$ cat src/rtl/mux_arbiter_pkg.sv
// Shared flit-type codes, FSM encodings and enable polarity for the output-mux arbiter.
package mux_arbiter_pkg;

  localparam logic [1:0] TYPE_NONE = 2'b00;
  localparam logic [1:0] TYPE_HEAD = 2'b01;
  localparam logic [1:0] TYPE_TAIL = 2'b10;
  localparam logic [1:0] TYPE_DATA = 2'b11;

  // Load enables in this block are active-low, matching the trailing-underscore naming.
  localparam logic Enable_  = 1'b0;
  localparam logic Disable_ = 1'b1;

  // Encodings chosen so a LOCK state equals its one-hot mux select.
  typedef enum logic [1:0] {
    IDLE  = 2'b00,
    LOCK0 = 2'b01,
    LOCK1 = 2'b10
  } state_t;

  function automatic logic [1:0] state_sel(state_t s);
    case (s)
      LOCK0:   return 2'b01;
      LOCK1:   return 2'b10;
      default: return 2'b00;
    endcase
  endfunction

endpackage

$ cat src/rtl/mux_arbiter_rr.sv
// Two-requester round-robin picker; remembers the last port granted.
module rr_arb2
  import mux_arbiter_pkg::*;
(
  input  logic       i_clk,
  input  logic       i_rst_,
  input  logic [1:0] i_req,
  input  logic       i_ld_,
  output logic [1:0] o_gnt
);

  logic r_last;

  // Lone requester wins outright; on a tie the port not served last wins.
  always_comb begin
    o_gnt = 2'b00;
    case (i_req)
      2'b01:   o_gnt = 2'b01;
      2'b10:   o_gnt = 2'b10;
      2'b11:   o_gnt = r_last ? 2'b01 : 2'b10;
      default: o_gnt = 2'b00;
    endcase
  end

  // Record the winner only when the caller actually takes the grant.
  always_ff @(posedge i_clk) begin
    if (!i_rst_)
      r_last <= 1'b1;
    else if (i_ld_ == Enable_)
      r_last <= o_gnt[1];
  end

endmodule

$ cat src/rtl/mux_arbiter.sv
// Wormhole arbiter driving the 2:1 router output mux select.
//   state | meaning
//   IDLE  | no packet locked, arbitrating HEAD requests
//   LOCK0 | input 0 owns the output until TAIL or MAXLEN flits
//   LOCK1 | input 1 owns the output until TAIL or MAXLEN flits
module mux_arbiter
  import mux_arbiter_pkg::*;
#(
  parameter int MAXLEN = 32
) (
  input  logic       clk,
  input  logic       rst_,
  input  logic       ivalid_0,
  input  logic [1:0] itype_0,
  input  logic       ivalid_1,
  input  logic [1:0] itype_1,
  input  logic       ordy,
  output logic [1:0] sel,
  output logic       iack_0,
  output logic       iack_1,
  output logic       busy,
  output logic       err
);

  localparam logic [7:0] MAXLEN_C = 8'(MAXLEN);

  state_t     r_state, w_state_nxt;
  logic [7:0] r_fcnt, w_fcnt_nxt, w_fcnt_inc;
  logic       r_err, w_err_nxt;
  logic [1:0] r_sel;
  logic       r_busy;
  logic [1:0] w_req, w_gnt;
  logic       w_ld_;
  logic       w_xfer;
  logic [1:0] w_xtype;

  assign w_req = {ivalid_1 && (itype_1 == TYPE_HEAD),
                  ivalid_0 && (itype_0 == TYPE_HEAD)};

  rr_arb2 u_rr (
    .i_clk (clk),
    .i_rst_(rst_),
    .i_req (w_req),
    .i_ld_ (w_ld_),
    .o_gnt (w_gnt)
  );

  // Acks come from the registered select so itype never reaches sel combinationally.
  assign iack_0     = r_sel[0] && ivalid_0 && ordy;
  assign iack_1     = r_sel[1] && ivalid_1 && ordy;
  assign w_xfer     = iack_0 || iack_1;
  assign w_xtype    = r_sel[1] ? itype_1 : itype_0;
  assign w_fcnt_inc = r_fcnt + 8'd1;

  // Next state: grant in IDLE, release on TAIL or on the MAXLEN-th non-TAIL flit.
  always_comb begin
    w_state_nxt = r_state;
    w_fcnt_nxt  = r_fcnt;
    w_err_nxt   = 1'b0;
    w_ld_       = Disable_;
    case (r_state)
      IDLE: begin
        w_fcnt_nxt = 8'd0;
        if (w_gnt != 2'b00) begin
          w_ld_       = Enable_;
          w_state_nxt = w_gnt[1] ? LOCK1 : LOCK0;
        end
      end
      LOCK0, LOCK1: begin
        if (w_xfer) begin
          w_fcnt_nxt = w_fcnt_inc;
          if (w_xtype == TYPE_TAIL) begin
            w_state_nxt = IDLE;
          end else if (w_fcnt_inc == MAXLEN_C) begin
            w_state_nxt = IDLE;
            w_err_nxt   = 1'b1;
          end
        end
      end
      default: w_state_nxt = IDLE;
    endcase
  end

  // State, flit count and registered outputs, all with synchronous reset.
  always_ff @(posedge clk) begin
    if (!rst_) begin
      r_state <= IDLE;
      r_fcnt  <= 8'd0;
      r_err   <= 1'b0;
      r_sel   <= 2'b00;
      r_busy  <= 1'b0;
    end else begin
      r_state <= w_state_nxt;
      r_fcnt  <= w_fcnt_nxt;
      r_err   <= w_err_nxt;
      r_sel   <= state_sel(w_state_nxt);
      r_busy  <= (w_state_nxt != IDLE);
    end
  end

  assign sel  = r_sel;
  assign busy = r_busy;
  assign err  = r_err;

endmodule

$ cat config.mk
export PLATFORM = sky130hd
export DESIGN_NAME = mux_arbiter
export DESIGN_NICKNAME = d
export VERILOG_FILES = /design/src/rtl/mux_arbiter_pkg.sv /design/src/rtl/mux_arbiter_rr.sv /design/src/rtl/mux_arbiter.sv
export SDC_FILE = /design/constraint.sdc
export NUM_CORES = 1
export LEC_CHECK = 0
export CAP_MARGIN = 10
export CELL_PAD_IN_SITES_DETAIL_PLACEMENT = 1
export CELL_PAD_IN_SITES_GLOBAL_PLACEMENT = 1
export CORE_UTILIZATION = 48
export CTS_CLUSTER_SIZE = 30
export DETAILED_ROUTE_END_ITERATION = 12
export DONT_BUFFER_PORTS = 1
export PLACE_DENSITY = 0.91
export SYNTH_ARGS = -nofsm -noshare
export SYNTH_HDL_FRONTEND = slang
export SYNTH_SLANG_ARGS = --single-unit
$ cat constraint.sdc
create_clock -name clk -period 5.1 [get_ports clk]
set_input_delay 1.02 -clock clk [delete_from_list [all_inputs] [get_ports clk]]
set_output_delay 1.02 -clock clk [all_outputs]
set_load 0.1 [all_outputs]
==> results of run 1 <==
-- worst min-delay path, delay by kind of cell, from the launching register on --
family	cells	cell delay [ps]
compound gates	1	80
flops	1	350
simple gates	1	60
-- sequential cells by signal, summed over array words and instances (netlist names) --
signal / flops
r_fcnt: 8
r_state: 2
sel: 2
busy: 1
err: 1
u_rr.r_last: 1
-- power groups by stage --
stage / combinational [mW] / sequential [mW] / clock [mW]
global placement: 0.0353 / 0.141 / 0
finish: 0.0380 / 0.139 / 0.0693
global route: 0.0421 / 0.139 / 0.0789
CTS: 0.0377 / 0.139 / 0.0716
detailed placement: 0.0376 / 0.141 / 0
floorplan: 0.0317 / 0.140 / 0
-- area by class of cell --
type | count | area, um^2 | area share
clock buffers | 3 | 22.5 | 0.0229
clock inverters | 1 | 5.00 | 0.00509
inverters | 5 | 18.8 | 0.0191
multi-input cells | 90 | 606 | 0.616
flip-flops and latches | 15 | 300 | 0.305
well taps | 25 | 31.3 | 0.0318
-- cells in the mapped netlist (all sizes together) (2+ instances only) --
| cell type | number |
|---|---|
| nand3 | 5 |
| inv | 5 |
| and3 | 3 |
| nor2b | 3 |
| a21oi | 5 |
| clkbuf | 2 |
| nor3b | 3 |
| o211ai | 2 |
| buf | 2 |
| nor2 | 9 |
| o211a | 5 |
| a41o | 2 |
| nand4 | 2 |
| ha | 3 |
| or2 | 3 |
| o21ai | 7 |
| a31oi | 3 |
| nor3 | 3 |
| and2 | 3 |
| o22ai | 2 |
| nand2 | 14 |
| a41oi | 2 |
| dfxtp | 15 |
-- worst max path at each step --
stage | end | slack [ps] | cells after the start | startpoint
floorplan | iack_1 | 2200 | 1 | sel[1]
global placement | iack_1 | 2170 | 1 | sel[1]
detailed placement | iack_1 | 2160 | 1 | sel[1]
CTS | iack_1 | 1830 | 1 | sel[1]
global route | iack_1 | 1790 | 1 | sel[1]
finish | iack_1 | 1830 | 1 | sel[1]
-- routing by layer --
| layer | global-route usage | up-vias | wire length (um) |
|---|---|---|---|
| met1 | 0.352 | 422 | 1100 |
| li1 | - | 423 | - |
| met4 | 0.112 | 0 | 29 |
| met2 | 0.392 | 14 | 1140 |
| met3 | 0.0549 | 5 | 88 |
| met5 | 0 | - | 0 |
-- logic make-up (layout without fill, tap and decap cells) --
group | after synthesis | after routing | share of synthesized area
and+or+nand+nor | 51 | 51 | 0.285
AOI/OAI and AO/OA | 35 | 35 | 0.297
DFF | 15 | 15 | 0.317
buffers and inverters | 9 | 9 | 0.0449
adders and majority gates | 3 | 3 | 0.0396
xor gates and xnor gates | 1 | 1 | 0.0172
==> flow_metrics.env, run 1 <==
export IMPL_p_total_mw=0.246
export IMPL_worstPathArrival_ps=2250
export IMPL_timing_final_crit_share=0.641
export IMPL_stdcell_count=139
export IMPL_ys_seq_elements=15
export IMPL_min_path_cells=2
export IMPL_p_comb_frac=0.155
export IMPL_clk_latency_ps=290
export IMPL_first_pass_iters=4
export IMPL_crit_path_end_kind="output pin"
export IMPL_grt_usage=0.260
export IMPL_worst_pin_slew_ps=1050
export IMPL_critical_path_top_delay_family="flip-flops"
export IMPL_p_switching_mw=0.0828
export IMPL_synthTopCellsByArea="dfxtp_1, nand2_1, o211a_1"
export IMPL_whs_ps=538
export IMPL_vdd_drop_max_mv=0.184
export IMPL_grt_remaining_overflow=0
export IMPL_max_clock_freq_mhz=306
export IMPL_synth_async_sr_flop_share=0
export IMPL_final_setup_tns_ps=0
export IMPL_worst_slack_ps=1830
export IMPL_gp_congestion=0.829
export IMPL_critPathSlowestCell="dfxtp_1"
export IMPL_dieArea_um2=2160
export IMPL_final_cell_mix="dfxtp_1, nand2_1, nor2_1, o21ai_0"
export IMPL_cts_max_path_buffers=2
export IMPL_rows=15
export IMPL_status="complete, no violations"
export IMPL_drt_total_wl_mm=2.36
export IMPL_p_sw_frac=0.337
export IMPL_clkPwrFrac=0.282
export IMPL_ys_types=39
export IMPL_post_cts_buffers=0
export IMPL_ys_flop_type="dfxtp_1"
export IMPL_hpwlAfterDp_mm=1.83
export IMPL_final_nets=127
export IMPL_clkSlewWorstSetupHoldPaths_ps=90
export IMPL_area_delta_synth_final_pct=3.69
export IMPL_fin_crit_ps=3270
export IMPL_cts_resized=0
export IMPL_antenna_diode_count=0
export IMPL_r2r_end="sel[0]"
export IMPL_numPlacedInstances=135
export IMPL_fillers=223
export IMPL_grt_max_degree=15
export IMPL_syn_area_um2=948
export IMPL_via_per_inst=6.22
export IMPL_synth_edf_count=0
export IMPL_ys_seq_area_frac=0.317
export IMPL_finalClockSkew_ps=0.415
export IMPL_dpl_worst_slack_ps=2160
export IMPL_drc=0
export IMPL_power_static_leakage_nw=0.411
export IMPL_avgSynthCellArea_um2=8.32
export IMPL_drv_slew=0
export IMPL_cp_required_ps=4080
export IMPL_core_area_um2=1780
export IMPL_hold_start="u_rr.r_last"
export IMPL_port_buffers=0
export IMPL_synthCells=114
export IMPL_yosysTopAreaCellShare=0.317
export IMPL_cts_buffers=3
export IMPL_ctsHoldBuffers=0
export IMPL_finalSetupViolations=0
export IMPL_regToRegSetupSlack_ps=2810
export IMPL_layout_commonest_cell="dfxtp_1"
export IMPL_ant_nets=0
export IMPL_maxSlewHeadroom=0.301
export IMPL_ff2ff_path_depth=6
export IMPL_placed_area_um2=956
export IMPL_clock_root_buffer="clkbuf_4"
export IMPL_drive_above_1_share=0.123
export IMPL_syn_nets=126
export IMPL_synth_area_leader_cell="dfxtp_1"
export IMPL_hold_viol=0
export IMPL_powerDensity_nw_per_um2=250
export IMPL_synth_warnings=0
export IMPL_start_kind="register"
export IMPL_pwr_share_seq=0.564
export IMPL_design_area_um2=983
export IMPL_crit_type="reg -> out"
export IMPL_rr_startpoint="sel[1]"
export IMPL_crit_path_cell_trace="and3_1"
export IMPL_antenna_found_initial=0
export IMPL_holdPathEnd="u_rr.r_last"
export IMPL_drtIter0Drc=11
export IMPL_wire_per_inst_um=16.9
export IMPL_cp_num_buf_inv=0
export IMPL_cap_violations=0
export IMPL_fin_util=0.552
export IMPL_die_h_um=46.5
export IMPL_grt_pass1_wl_mm=3.88
export IMPL_cts_sinks=15
export IMPL_ioPinCount=15
export IMPL_grt_pass1_vias=860
export IMPL_worst_hold_path_type="reg -> reg"
export IMPL_die_w_um=46.5
export IMPL_tritoncts="done"
export IMPL_cpPeakStageDelay_ps=1030
export IMPL_cp_max_fo=5
export IMPL_num_vias=864
export IMPL_rsz0062_at_grt="false"
export IMPL_intPower_mw=0.163
export IMPL_initial_utilization=0.532
export IMPL_htree_levels=1
Power figures use the tool's default switching activity.
==> inputs of run 2 (changes only) <==
--- a/config.mk
+++ b/config.mk
@@ -8,11 +8,11 @@
 export CAP_MARGIN = 10
 export CELL_PAD_IN_SITES_DETAIL_PLACEMENT = 1
 export CELL_PAD_IN_SITES_GLOBAL_PLACEMENT = 1
-export CORE_UTILIZATION = 48
+export CORE_UTILIZATION = 40
 export CTS_CLUSTER_SIZE = 30
 export DETAILED_ROUTE_END_ITERATION = 12
 export DONT_BUFFER_PORTS = 1
-export PLACE_DENSITY = 0.91
+export PLACE_DENSITY = 0.83
 export SYNTH_ARGS = -nofsm -noshare
 export SYNTH_HDL_FRONTEND = slang
 export SYNTH_SLANG_ARGS = --single-unit
==> constraint.sdc (replaced) <==
create_clock -name clk -period 2.9 [get_ports clk]
set_input_delay 0.58 -clock clk [delete_from_list [all_inputs] [get_ports clk]]
set_output_delay 0.58 -clock clk [all_outputs]
set_load 0.1 [all_outputs]
==> run 2 against run 1 <==
Net effect:
- first-iteration DRC count did not move
- worst hold slack got worse by 170 ps
- combinational power increased by 120%
- die area rose by 19%
- clock power grew 93%
- cell count rose by 5.0%
- global-route usage decreased by 4.6 points
- utilization decreased by 9.5 points
- sequential power rose by 65%
- routed wire length up 0.93%
- clock skew increased by 8.7 ps
- largest power group unchanged
==> flow_metrics.env, run 2 (synthesis results as in run 1) <==
export IMPL_timing_final_crit_share=0.693
export IMPL_cts_buffers=3
export IMPL_power_static_leakage_nw=0.429
export IMPL_hold_start="rst_"
export IMPL_min_path_cells=1
export IMPL_num_vias=879
export IMPL_grt_use_met1=0.234
export IMPL_layout_commonest_cell="dfxtp_1"
export IMPL_fillers=288
export IMPL_drtIter0Drc=11
export IMPL_max_clock_freq_mhz=497
export IMPL_gp_congestion=0.790
export IMPL_rsz0062_at_grt="false"
export IMPL_cts_sinks=15
export IMPL_cts_resized=0
export IMPL_start_kind="register"
export IMPL_ant_nets=0
export IMPL_tritoncts="done"
export IMPL_holdPathEnd="u_rr.r_last"
export IMPL_status="complete, no violations"
export IMPL_htree_levels=1
export IMPL_drv_slew=0
export IMPL_p_total_mw=0.447
export IMPL_cts_max_path_buffers=2
export IMPL_via_per_inst=6.02
export IMPL_post_cts_buffers=0
export IMPL_rr_startpoint="r_state[0]"
export IMPL_dieArea_um2=2570
export IMPL_cp_required_ps=2320
export IMPL_largest_reg_flops=8
export IMPL_antenna_diode_count=0
export IMPL_ctsHoldBuffers=0
export IMPL_grt_usage=0.214
export IMPL_grt_pass1_vias=913
export IMPL_clkSlewWorstSetupHoldPaths_ps=110
export IMPL_crit_start="sel[1]"
export IMPL_worst_hold_path_type="in -> reg"
export IMPL_ff2ff_path_depth=7
export IMPL_worst_pin_slew_ps=942
export IMPL_drt_total_wl_mm=2.38
export IMPL_die_w_um=50.7
export IMPL_hold_viol=0
export IMPL_hpwlAfterDp_mm=1.86
export IMPL_crit_type="reg -> out"
export IMPL_first_pass_iters=4
export IMPL_port_buffers=0
export IMPL_fin_crit_ps=2010
export IMPL_maxSlewHeadroom=0.371
export IMPL_clock_root_buffer="clkbuf_4"
export IMPL_final_nets=131
export IMPL_final_setup_tns_ps=0
export IMPL_top_register="r_fcnt"
export IMPL_clk_latency_ps=300
export IMPL_drive_above_1_share=0.153
export IMPL_regToRegSetupSlack_ps=940
export IMPL_grt_pass1_wl_mm=4.06
export IMPL_antenna_found_initial=0
export IMPL_drc=0
export IMPL_grt_remaining_overflow=0
export IMPL_crit_path_end_kind="output pin"
export IMPL_initial_utilization=0.425
export IMPL_finalClockSkew_ps=9.11
export IMPL_grtUsageMet2=0.393
export IMPL_final_cell_mix="dfxtp_1, nand2_1, nor2_1, o21ai_0"
export IMPL_vdd_drop_max_mv=0.349
export IMPL_rows=17
export IMPL_worstPathArrival_ps=1430
export IMPL_use_met3=0.0636
export IMPL_powerDensity_nw_per_um2=438
export IMPL_area_delta_synth_final_pct=7.52
export IMPL_r2r_end="r_fcnt[0]"
export IMPL_grt_busiest_layer="met2"
export IMPL_wire_per_inst_um=16.3
export IMPL_core_area_um2=2230
export IMPL_grt_max_degree=15
export IMPL_ioPinCount=15
export IMPL_cp_max_fo=5
export IMPL_finalSetupViolations=0
export IMPL_die_h_um=50.7
export IMPL_cap_violations=0
-- run 2: worst max-delay path: stages (launching register included) --
cell and delay [ps]:
dfxtp_1 330, buf_4 300, and3_1 210, buf_4 280
-- run 2: where the power goes --
part / internal (mW) / total, mW / switching, mW
combinational: 0.0262 / 0.0847 / 0.0585
sequential: 0.212 / 0.229 / 0.0165
clock: 0.0526 / 0.134 / 0.0809
-- run 2: layout make-up --
class | instances | area (um^2) | area share
multi-input combinational | 90 | 606 | 0.594
sequential | 15 | 300 | 0.294
tap | 28 | 35.0 | 0.0344
timing repair buffer | 4 | 30.0 | 0.0294
clock buffer | 3 | 22.5 | 0.0221
inverter | 5 | 18.8 | 0.0184
clock inverter | 1 | 7.51 | 0.00736
-- run 2: routing by layer --
metal | vias up | part of all wire
met5 | - | 0
met4 | 0 | 0.013
met3 | 4 | 0.037
met2 | 21 | 0.52
met1 | 425 | 0.43
li1 | 429 | -
-- run 2: worst max path at each step --
stage	to	slack, ps	cells after the start
6_report	iack_1	890	3
5_1_grt	r_fcnt[0]	750	7
4_1_cts	iack_1	870	3
3_5_place_dp	r_fcnt[0]	950	7
3_3_place_gp	r_fcnt[0]	1000	7
2_1_floorplan	iack_1	440	1
-- run 2: through the flow --
stage,instances,instance area [um^2],utilization,hold WS (ps),setup slack (ps)
2_1_floorplan,114,948,-,480,436
3_3_place_gp,142,990,0.443,508,1000
3_5_place_dp,142,990,0.443,531,945
4_1_cts,146,1020,0.457,368,874
5_1_grt,146,1020,0.457,359,745
6_report,146,1020,0.457,368,889
